**config.mk**
```make
export PLATFORM = sky130hd
export DESIGN_NAME = sram_fifo_ctrl
export DESIGN_NICKNAME = d
export VERILOG_FILES = /design/src/rtl/aura_fifo_pkg.sv /design/src/rtl/fifo_out_reg.sv /design/src/rtl/sram_fifo_ctrl.sv
export SDC_FILE = /design/constraint.sdc
export NUM_CORES = 1
export LEC_CHECK = 0
export CORE_ASPECT_RATIO = 1.75
export CORE_MARGIN = 10
export CORE_UTILIZATION = 40
export CTS_CLUSTER_SIZE = 25
export DETAILED_ROUTE_END_ITERATION = 12
export DONT_BUFFER_PORTS = 1
export SYNTH_ARGS = -nofsm -noshare
export SYNTH_HDL_FRONTEND = slang
export SYNTH_SLANG_ARGS = --single-unit
```
**constraint.sdc**
```tcl
create_clock -name clock -period 3.1 [get_ports clock]
set_input_delay 0.465 -clock clock [delete_from_list [all_inputs] [get_ports clock]]
set_output_delay 0.465 -clock clock [all_outputs]
set_load 0.005 [all_outputs]
```
**src/rtl/aura_fifo_pkg.sv**
```systemverilog
// aura_fifo_pkg: shared types and helpers for the SRAM-backed stream queues
package aura_fifo_pkg;

    typedef struct packed {
        logic valid;
        logic ready;
    } hs_t;

    function automatic int unsigned fifo_ptr_inc(input int unsigned ptr, input int unsigned depth);
        return (ptr + 1 >= depth) ? 0 : ptr + 1;
    endfunction

endpackage

```
**src/rtl/fifo_out_reg.sv**
```systemverilog
// fifo_out_reg: one-entry registered output stage with load/consume control
module fifo_out_reg #(
    parameter int WIDTH = 32
) (
    input  logic             clock,
    input  logic             reset,
    input  logic             clear,
    input  logic             load,
    input  logic [WIDTH-1:0] load_data,
    input  logic             ready,
    output logic             valid,
    output logic [WIDTH-1:0] data
);

    // A load refills the slot even while it is being consumed; a bare consume only drops valid.
    always_ff @(posedge clock) begin
        if (reset || clear) begin
            valid <= 1'b0;
            data  <= '0;
        end else if (load) begin
            valid <= 1'b1;
            data  <= load_data;
        end else if (valid && ready) begin
            valid <= 1'b0;
        end
    end

endmodule

```
**src/rtl/sram_fifo_ctrl.sv**
```systemverilog
// sram_fifo_ctrl: valid/ready FIFO sequencer around an external 1W1R storage array
module sram_fifo_ctrl
    import aura_fifo_pkg::*;
#(
    parameter int WIDTH        = 32,
    parameter int DEPTH        = 32,
    parameter int AFULL_THRESH = DEPTH - 2,
    localparam int CW          = $clog2(DEPTH + 2),
    localparam int AW          = $clog2(DEPTH)
) (
    input  logic             clock,
    input  logic             reset,
    input  logic             flush,
    input  logic             enq_valid,
    output logic             enq_ready,
    input  logic [WIDTH-1:0] enq_data,
    output logic             deq_valid,
    input  logic             deq_ready,
    output logic [WIDTH-1:0] deq_data,
    output logic             mem_we,
    output logic [AW-1:0]    mem_waddr,
    output logic [WIDTH-1:0] mem_wdata,
    output logic             mem_re,
    output logic [AW-1:0]    mem_raddr,
    input  logic [WIDTH-1:0] mem_rdata,
    output logic [CW-1:0]    count,
    output logic             empty,
    output logic             afull
);

    logic [AW-1:0] wptr, rptr;
    logic [CW-1:0] mcount;
    logic          out_vld, enq_fire, load;
    hs_t           enq_hs;

    assign enq_ready = mcount != CW'(DEPTH);
    assign enq_hs    = '{valid: enq_valid, ready: enq_ready};
    assign enq_fire  = enq_hs.valid & enq_hs.ready & ~flush;
    assign load      = (mcount != '0) & (~out_vld | deq_ready) & ~flush;

    assign mem_we    = enq_fire;
    assign mem_waddr = wptr;
    assign mem_wdata = enq_data;
    assign mem_re    = load;
    assign mem_raddr = rptr;

    assign deq_valid = out_vld;
    assign count     = mcount + CW'(out_vld);
    assign empty     = count == '0;
    assign afull     = count >= CW'(AFULL_THRESH);

    // Pointers and array occupancy; mcount alone decides full/empty.
    always_ff @(posedge clock) begin
        if (reset || flush) begin
            wptr   <= '0;
            rptr   <= '0;
            mcount <= '0;
        end else begin
            if (enq_fire) wptr <= AW'(fifo_ptr_inc(32'(wptr), DEPTH));
            if (load) rptr <= AW'(fifo_ptr_inc(32'(rptr), DEPTH));
            mcount <= mcount + CW'(enq_fire) - CW'(load);
        end
    end

    fifo_out_reg #(.WIDTH(WIDTH)) u_out (
        .clock     (clock),
        .reset     (reset),
        .clear     (flush),
        .load      (load),
        .load_data (mem_rdata),
        .ready     (deq_ready),
        .valid     (out_vld),
        .data      (deq_data)
    );

`ifdef GEN_ASSERT
    a_mcount_max: assert property (@(posedge clock) mcount <= CW'(DEPTH));
    a_no_enq_full: assert property (@(posedge clock) !(enq_fire && mcount == CW'(DEPTH)));
    a_deq_stable: assert property (@(posedge clock) disable iff (reset)
        (deq_valid && !deq_ready && !flush) |=> $stable(deq_data));
    a_ptr_range: assert property (@(posedge clock) 32'(rptr) < DEPTH && 32'(wptr) < DEPTH);
`endif

endmodule

```
# Yosys cells after proc, flatten, opt, wreduce, memory -nomap -nowiden
# Cells that the tools add are included.
# totals
reg_bits,49
output_inout_bits,86
wordCells,30
input_bits,69
# op_classes
magnitude_cmp,3
n_reduce_logical,5
addsub,5
mux,4
bitwise,7
n_eq_ne,1
# op_table
cell,count
"adder 5 x 1 -> 6 bit, second input constant",2
adder 6 x 1 -> 6 bit,2
">= comparator 6 bit, second input constant",2
two-way mux 5 bit,2
">= comparator 6 x 5 -> 1 bit, second input constant",1
zero test 6 bit,1
"!= test 6 bit, second input constant",1
nonzero test 6 bit,1
subtractor 6 x 1 -> 6 bit,1
bitwise AND 1 bit,4
two-way mux 1 bit,2
inverter 1 bit,2
nonzero test 2 bit,1
logical AND 1 bit,1
logical OR 1 bit,1
bitwise OR 1 bit,1

# Longest topological paths before layout
# Gate-level depths: netlist (run 1).
# depth
depth_word,5
depth_mapped,14

# Modules after synthesis
# A second synthesis (run 1) with hierarchy kept.
# hier_totals
hier_cells,262
hier_area_um2,2586.2
# modules_own_cells
module,instances,area_each_um2,cells_per_inst
sram_fifo_ctrl,1,1363.8,153
fifo_out_reg,1,1222.4,109

# Worst setup path before layout (run 1)
# OpenSTA, ideal clock, no wires.
# synth_timing
path_kind,register to register
from,register mcount[2]
to,register mcount[4]
arrival_ns,2.603
slack_ns,0.369
path_buffers,1
path_stages_with_launch,15
path_cell_list,dfxtp_1 -> inv_1 -> ha_1 -> nor4bb_1 -> or3_4 -> inv_2 -> buf_2 -> ha_1 -> inv_1 -> ha_1 -> fa_1 -> a21oi_1 -> o21bai_1 -> xnor2_1 -> nor2_1
# synth_rtl
item,line_no,rtl
from (decl),sram_fifo_ctrl.sv:32,logic [CW-1:0] mcount;
from (signal assigned),sram_fifo_ctrl.sv:61,mcount <= mcount + CW'(enq_fire) - CW'(load);
nonzero test 6 bit,sram_fifo_ctrl.sv:39,assign load = (mcount != '0) & (~out_vld | deq_ready) & ~flush;
bitwise AND 1 bit (2 in a row),sram_fifo_ctrl.sv:39,
named net mem_re,sram_fifo_ctrl.sv:23,"output logic mem_re,"
subtractor 6 x 1 -> 6 bit,sram_fifo_ctrl.sv:61,
# The timed path passes the listed nets, and every way through them passes these cells.
# A chain may end at the register's enable or synchronous reset.

# Final worst setup path (run 1)
# layout_timing
from,register mcount[2]
to,register mcount[4]
# layout_between
elab_chain_len,5
# layout_lines
item,line_no,rtl
!= test 6 bit,sram_fifo_ctrl.sv:36,assign enq_ready = mcount != CW'(DEPTH);
bitwise AND 1 bit (2 in a row),sram_fifo_ctrl.sv:38,assign enq_fire = enq_hs.valid & enq_hs.ready & ~flush;
adder 6 x 1 -> 6 bit,sram_fifo_ctrl.sv:61,
subtractor 6 x 1 -> 6 bit (*),sram_fifo_ctrl.sv:61,
# Every way passes the cells marked *; elsewhere a longest branch is shown, timed or not.

==> results.toml, run 1 <==
[route]
detail_route.wl_per_cell_um = 17.3
drtIter0Drc = 77
routed_wl_um = 5820
dr_wl_met3_um = 561
wl_met1_um = 1950
via_count = 1729
dr.pass1.iters = 6
ant_nets = 0
drcViolationCount = 0
via_per_inst = 5.13
highest_layer = "met4"
wl_met2_um = 3200

[clock_network]
cts_resized = 0
clockRootBuffer = "clkbuf_8"
ctsLongestPathBuffers = 2
cts_hold_buf = 0
cts_setup_buffers = 0
cts_tree = "built"
worstSkewPairLatency_ns = 0.30
htreeDepth = 2
cts.sinks = 49
cts_buffers = 5
path_clk_slew_ns = 0.09

[run_status]
outcome = "complete, no violations"

[die]
die_h_um = 123
fp.coreArea_um2 = 5880
die_w_um = 78.8
num_io_pins = 155
initial_core_util_pct = 41.2
dieArea_um2 = 9680
rows = 37

[synthesis]
synthSimpleGateAreaFrac_pct = 21.5
yosysWarnings = 0
syn_area_um2 = 2420
synth.avg_cell_area_um2 = 8.26
synth_nets = 379
synth_seq_area_share_pct = 40.5
synth.area.mux_share_pct = 0.414
synthAdderAreaFrac_pct = 9.10
synth_flop_cell = "dfxtp_1"
synth_cell_types = 38
synth_top_family_by_area = "simple AND/OR/NAND/NOR gates"
synthCells = 293
synth_seq_cells = 49
synth_edf_count = 0
synth-compound-area-share_pct = 11.0
ys_async_sr_fraction_pct = 0
synth_xor_area_share_pct = 3.98

[setup_path]
cp_data_arrival_time_ns = 2.80
required_ns = 3.27
crit_top_cell = "ha_1"
critPathMaxStageDelay_ns = 0.43
end_kind = "flip-flop"
cpMaxStageDelayCell = "dfxtp_1"
crit_type = "reg2reg"
startpoint_type = "flip-flop"
crit_fanout = 5
cp_cell_sequence = "inv_1, ha_1, nor4bb_1, or3_4, inv_2, ha_1, inv_1, ha_1, fa_1, a21oi_1, o21bai_1, xnor2_1, nor2_1"

[timing]
rsz0062_at_grt = "no"
hold_viol = 0
worst_slew_margin_rel_pct = 40.8
timing.fmax_ghz = 0.380
setup_viol = 0
fin_skew_ns = 0.0103
finalMaxSlewViolations = 0
fin_crit_ns = 2.63
fin_tns_setup_ns = 0
max_slew.worst_pin.slew_ns = 0.888
setup_slack_ns = 0.469
finalCritPeriodShare_pct = 84.9

[power]
powerDensity_nw_per_um2 = 814
vdd_drop_max_v = 0.000304
leakagePower_nw = 0.865
total_power_mw = 1.91

[cells_and_area]
antenna_cells = 0
drive_above_1_share_pct = 4.63
regArea_um2 = 981
stdcell_area_um2 = 2350
fin_nets = 344
final_util_pct = 40.0
multi_input_area_um2 = 1110
area_delta_synth_final_pct = -2.90
n_fill_cell = 618

[grt]
grt_pass1_vias = 1757
grt_antenna_before_repair = 0
grt_max_degree = 48
overflow = 0
grt_use_total_pct = 11.7
grt_pass1_wl_um = 9140

[placement]
place.port_buffers = 0
place_area_um2 = 2240
gp_congestion = 0.774
dp_slack_ns = 0.489
hpwlAfterDp_um = 4400

[job]
drv_cap = 0

[worst_hold_path]
hp-class = "in2reg"
-- cells in the mapped netlist (2+ instances only) --
master    instances  share of area [%]
nor2b_1           2               0.52
ha_1             16                8.3
dfxtp_1          49                 41
buf_4            32                9.9
buf_2             7                1.4
a21oi_1          40                8.3
xnor2_1           9                3.3
or3_1             3               0.78
inv_1             8                1.2
nor3_1            2               0.41
and4b_1           2               0.83
nand2_1          71                 11
xor2_1            2               0.72
nor4_1            3               0.78
nand3b_1          2               0.62
nand3_1           8                1.7
clkbuf_1          4               0.62
nor2_1           10                1.6
and2_1            2               0.52
o21ai_0           3               0.62
-- state kept, by name, summed over array words and instances (netlist names) --
register,cells
mem_waddr,5
mem_raddr,5
u_out.data,32
u_out.valid,1
mcount,6
-- cell families after synthesis --
| group | after synthesis |
|---|---|
| and+or+nand+nor | 113 |
| buffers and inverters | 53 |
| AOI/OAI and AO/OA | 49 |
| DFF | 49 |
| adders and majority gates | 17 |
| xor gates and xnor gates | 11 |
| muxes | 1 |
-- stage by stage --
step / cells / hold WS, ns
final: 337 / 0.285
after global routing: 337 / 0.263
after CTS: 337 / 0.275
after detailed placement: 329 / 0.475
after global placement: 329 / 0.468
after floorplan: 293 / 0.453
-- path summary, 6_finish.rpt --
| path | slack, ns | to | startpoint | cells after the start |
|---|---|---|---|---|
| worst min-delay path | 0.28 | u_out.data[25] | mem_rdata[25] | 2 |
| worst max-delay path | 0.47 | mcount[4] | mcount[2] | 13 |
| worst min register to register | 0.48 | u_out.data[9] | u_out.data[9] | 2 |
| worst max register to register | 0.47 | mcount[4] | mcount[2] | 13 |
-- layout by cell type (no fill, tap or decap), types with 5 or more instances in the layout --
cell type  netlist  final
nor2_1          10     10
nand3_1          8      8
inv_1            8      8
ha_1            16     16
clkbuf_8         0      5
nand2_1         71     71
xnor2_1          9      9
dfxtp_1         49     49
a21oi_1         40     40
-- worst max-delay path, delay by kind of cell (launching register included) --
| family | cells | cell delay [ns] |
|---|---|---|
| fa+ha+maj | 4 | 0.94 |
| xor+xnor | 1 | 0.14 |
| flops | 1 | 0.43 |
| buf+inv | 3 | 0.19 |
| simple gates | 3 | 0.56 |
| compound gates | 2 | 0.23 |
-- routing by layer --
layer | GRT usage, % | vias to the layer above
met5 | 0 | -
met4 | 5.86 | 0
met3 | 5.16 | 10
met2 | 21.3 | 60
met1 | 10.9 | 789
li1 | - | 870
-- final cells by class --
type / count / area share [%]
Clock buffer: 6 / 3.09
Multi-Input combinational cell: 191 / 47.3
Tap cell: 78 / 4.15
Inverter: 9 / 1.44
Timing Repair Buffer: 2 / 0.639
Sequential cell: 49 / 41.7
Clock inverter: 2 / 1.65
-- power by group --
| group | total (mW) | switching, mW | internal (mW) |
|---|---|---|---|
| logic | 0.669 | 0.413 | 0.255 |
| registers | 0.789 | 0.0813 | 0.708 |
| clock network | 0.454 | 0.212 | 0.242 |
| total | 1.91 | 0.707 | 1.21 |
(Power assumes the default switching activity.)
==> run 2: changes to the inputs <==
- clock period: 3.1 -> 2.34 ns (I/O delays scaled with it)
==> run 2 against run 1 <==
Wire length up 3.1%. Largest power group is now combinational cells. Sequential share of layout area fell by 4.6 points. Design area grew 13%. The flow now finishes with violations (negative setup slack). Flip-flop and latch count stayed put.
==> results.toml, run 2 (same netlist as run 1, synthesis figures left out) <==
[run_status]
outcome = "complete, but fails checks"
violations = "negative setup slack"

[timing]
rsz0062_at_grt = "yes"
fin_skew_ns = 0.00449
finalCritPeriodShare_pct = 101
worst_slew_margin_rel_pct = 57.1
max_slew.worst_pin.slew_ns = 0.643
fin_crit_ns = 2.36
setup_slack_ns = -0.0238
hold_viol = 0
finalMaxSlewViolations = 0
setup_viol = 1
timing.fmax_ghz = 0.423

[route]
dr.pass1.iters = 4
via_count = 1826
ant_nets = 0
drcViolationCount = 0
via_per_inst = 5.14
detail_route.wl_per_cell_um = 16.9
routed_wl_um = 6010
drtIter0Drc = 100

[die]
initial_core_util_pct = 41.2
die_w_um = 78.8
num_io_pins = 155
fp.coreArea_um2 = 5880
die_h_um = 123
rows = 37
dieArea_um2 = 9680

[setup_path]
crit_type = "reg2reg"
required_ns = 2.52
regToRegSetupSlack_ns = -0.02
end_kind = "flip-flop"
rr_worst_depth = 13
startpoint_type = "flip-flop"
critPathMaxStageDelay_ns = 0.36
crit_fanout = 2
crit_top_cell = "ha_4"
cp_num_buf_inv = 3
timing.rr.end = "mcount[4]"
cpMaxStageDelayCell = "fa_2"
cpLargestDelayFamily = "adder cells"
cp_data_arrival_time_ns = 2.54
cp_cell_sequence = "inv_2, ha_4, nor4bb_4, or3_4, inv_4, ha_4, inv_2, ha_4, fa_2, a21oi_2, o21bai_1, xnor2_1, nor2_1"
r2r-start = "mcount[4]"

[placement]
hpwlAfterDp_um = 4390
gp_congestion = 0.715
placed_cells = 343
place_area_um2 = 2390
place.port_buffers = 0

[power]
vdd_drop_max_v = 0.000429
leakagePower_nw = 0.974
powerDensity_nw_per_um2 = 1120

[clock_network]
ctsLongestPathBuffers = 2
worstSkewPairLatency_ns = 0.29
cts.sinks = 49
cts_buffers = 5
cts_hold_buf = 0
cts_tree = "built"
htreeDepth = 2
clockRootBuffer = "clkbuf_8"
path_clk_slew_ns = 0.09

[worst_hold_path]
worstHoldStart = "mem_rdata[19]"
holdPathStages = 2
worstHoldEndpoint = "u_out.data[19]"
hp-class = "in2reg"

[cells_and_area]
largest_reg_flops = 32
n_fill_cell = 595
reg.largest.list = "u_out.data x32, mcount x6"
final_common_cell = "nand2_1"
drive_above_1_share_pct = 20.6
stdcell_area_um2 = 2660
antenna_cells = 0
final_cell_mix = "nand2_1 (71), dfxtp_1 (43), a21oi_1 (38)"
area_delta_synth_final_pct = 9.98
finalNonFillerCells = 355
fin_nets = 362
top_register = "u_out.data"

[grt]
grt_max_degree = 39
overflow = 0
grt_pass1_vias = 1787
grt_antenna_before_repair = 0
grt_use_total_pct = 11.3
grt_pass1_wl_um = 8780

[job]
drv_cap = 0
## run 2: how the worst max path moves through the flow
stage | start | depth (start not counted) | to | slack (ns)
after floorplan | mcount[2] | 14 | mcount[4] | -0.13
after global placement | mcount[4] | 13 | mcount[4] | -0.09
after detailed placement | mcount[4] | 13 | mcount[4] | -0.15
after CTS | mcount[4] | 13 | mcount[4] | -0.03
after global routing | mcount[4] | 13 | mcount[4] | -0.14
final | mcount[4] | 13 | mcount[4] | -0.02
## run 2: area by class of cell
class | count | area, um^2 | share of cell area [%]
Timing Repair Buffer | 20 | 158 | 5.92
Tap cell | 78 | 97.6 | 3.67
Clock buffer | 7 | 86.3 | 3.24
Clock inverter | 1 | 30.0 | 1.13
Multi-Input combinational cell | 191 | 1260 | 47.5
Sequential cell | 49 | 988 | 37.1
Inverter | 9 | 36.3 | 1.36
## run 2: power by group
part | internal (mW) | total [mW] | switching (mW)
Sequential | 0.944 | 1.04 | 0.0918
Combinational | 0.625 | 1.33 | 0.708
Clock | 0.349 | 0.615 | 0.266
Total | 1.92 | 2.98 | 1.07
## run 2: layer usage
layer	GRT usage [%]	vias up	routed length, um
met2	20.6	58	3280
met1	10.4	856	2080
met5	0	-	0
li1	-	900	-
met4	4.95	0	80
met3	5.16	12	569
## run 2: timing repair
action,4_1_cts,5_1_grt
pin swaps,6,10
gates resized for setup,15,7
endpoints found under the hold margin,0,0
gates cloned,0,0
setup endpoints to repair,3,5
setup buffers,2,2
## run 2: per-stage QoR
stage	util [%]	hold slack, ns	TNS (ns)	total power [mW]	worst slack, ns
3_3_place_gp	40.6	0.472	-0.125	2.11	-0.0948
6_report	45.3	0.186	-0.0238	2.98	-0.0238
3_5_place_dp	40.6	0.475	-0.222	2.14	-0.145
4_1_cts	44.3	0.174	-0.0308	2.91	-0.0308
2_1_floorplan	-	0.453	-0.144	1.90	-0.130
5_1_grt	45.3	0.170	-0.208	3.20	-0.141
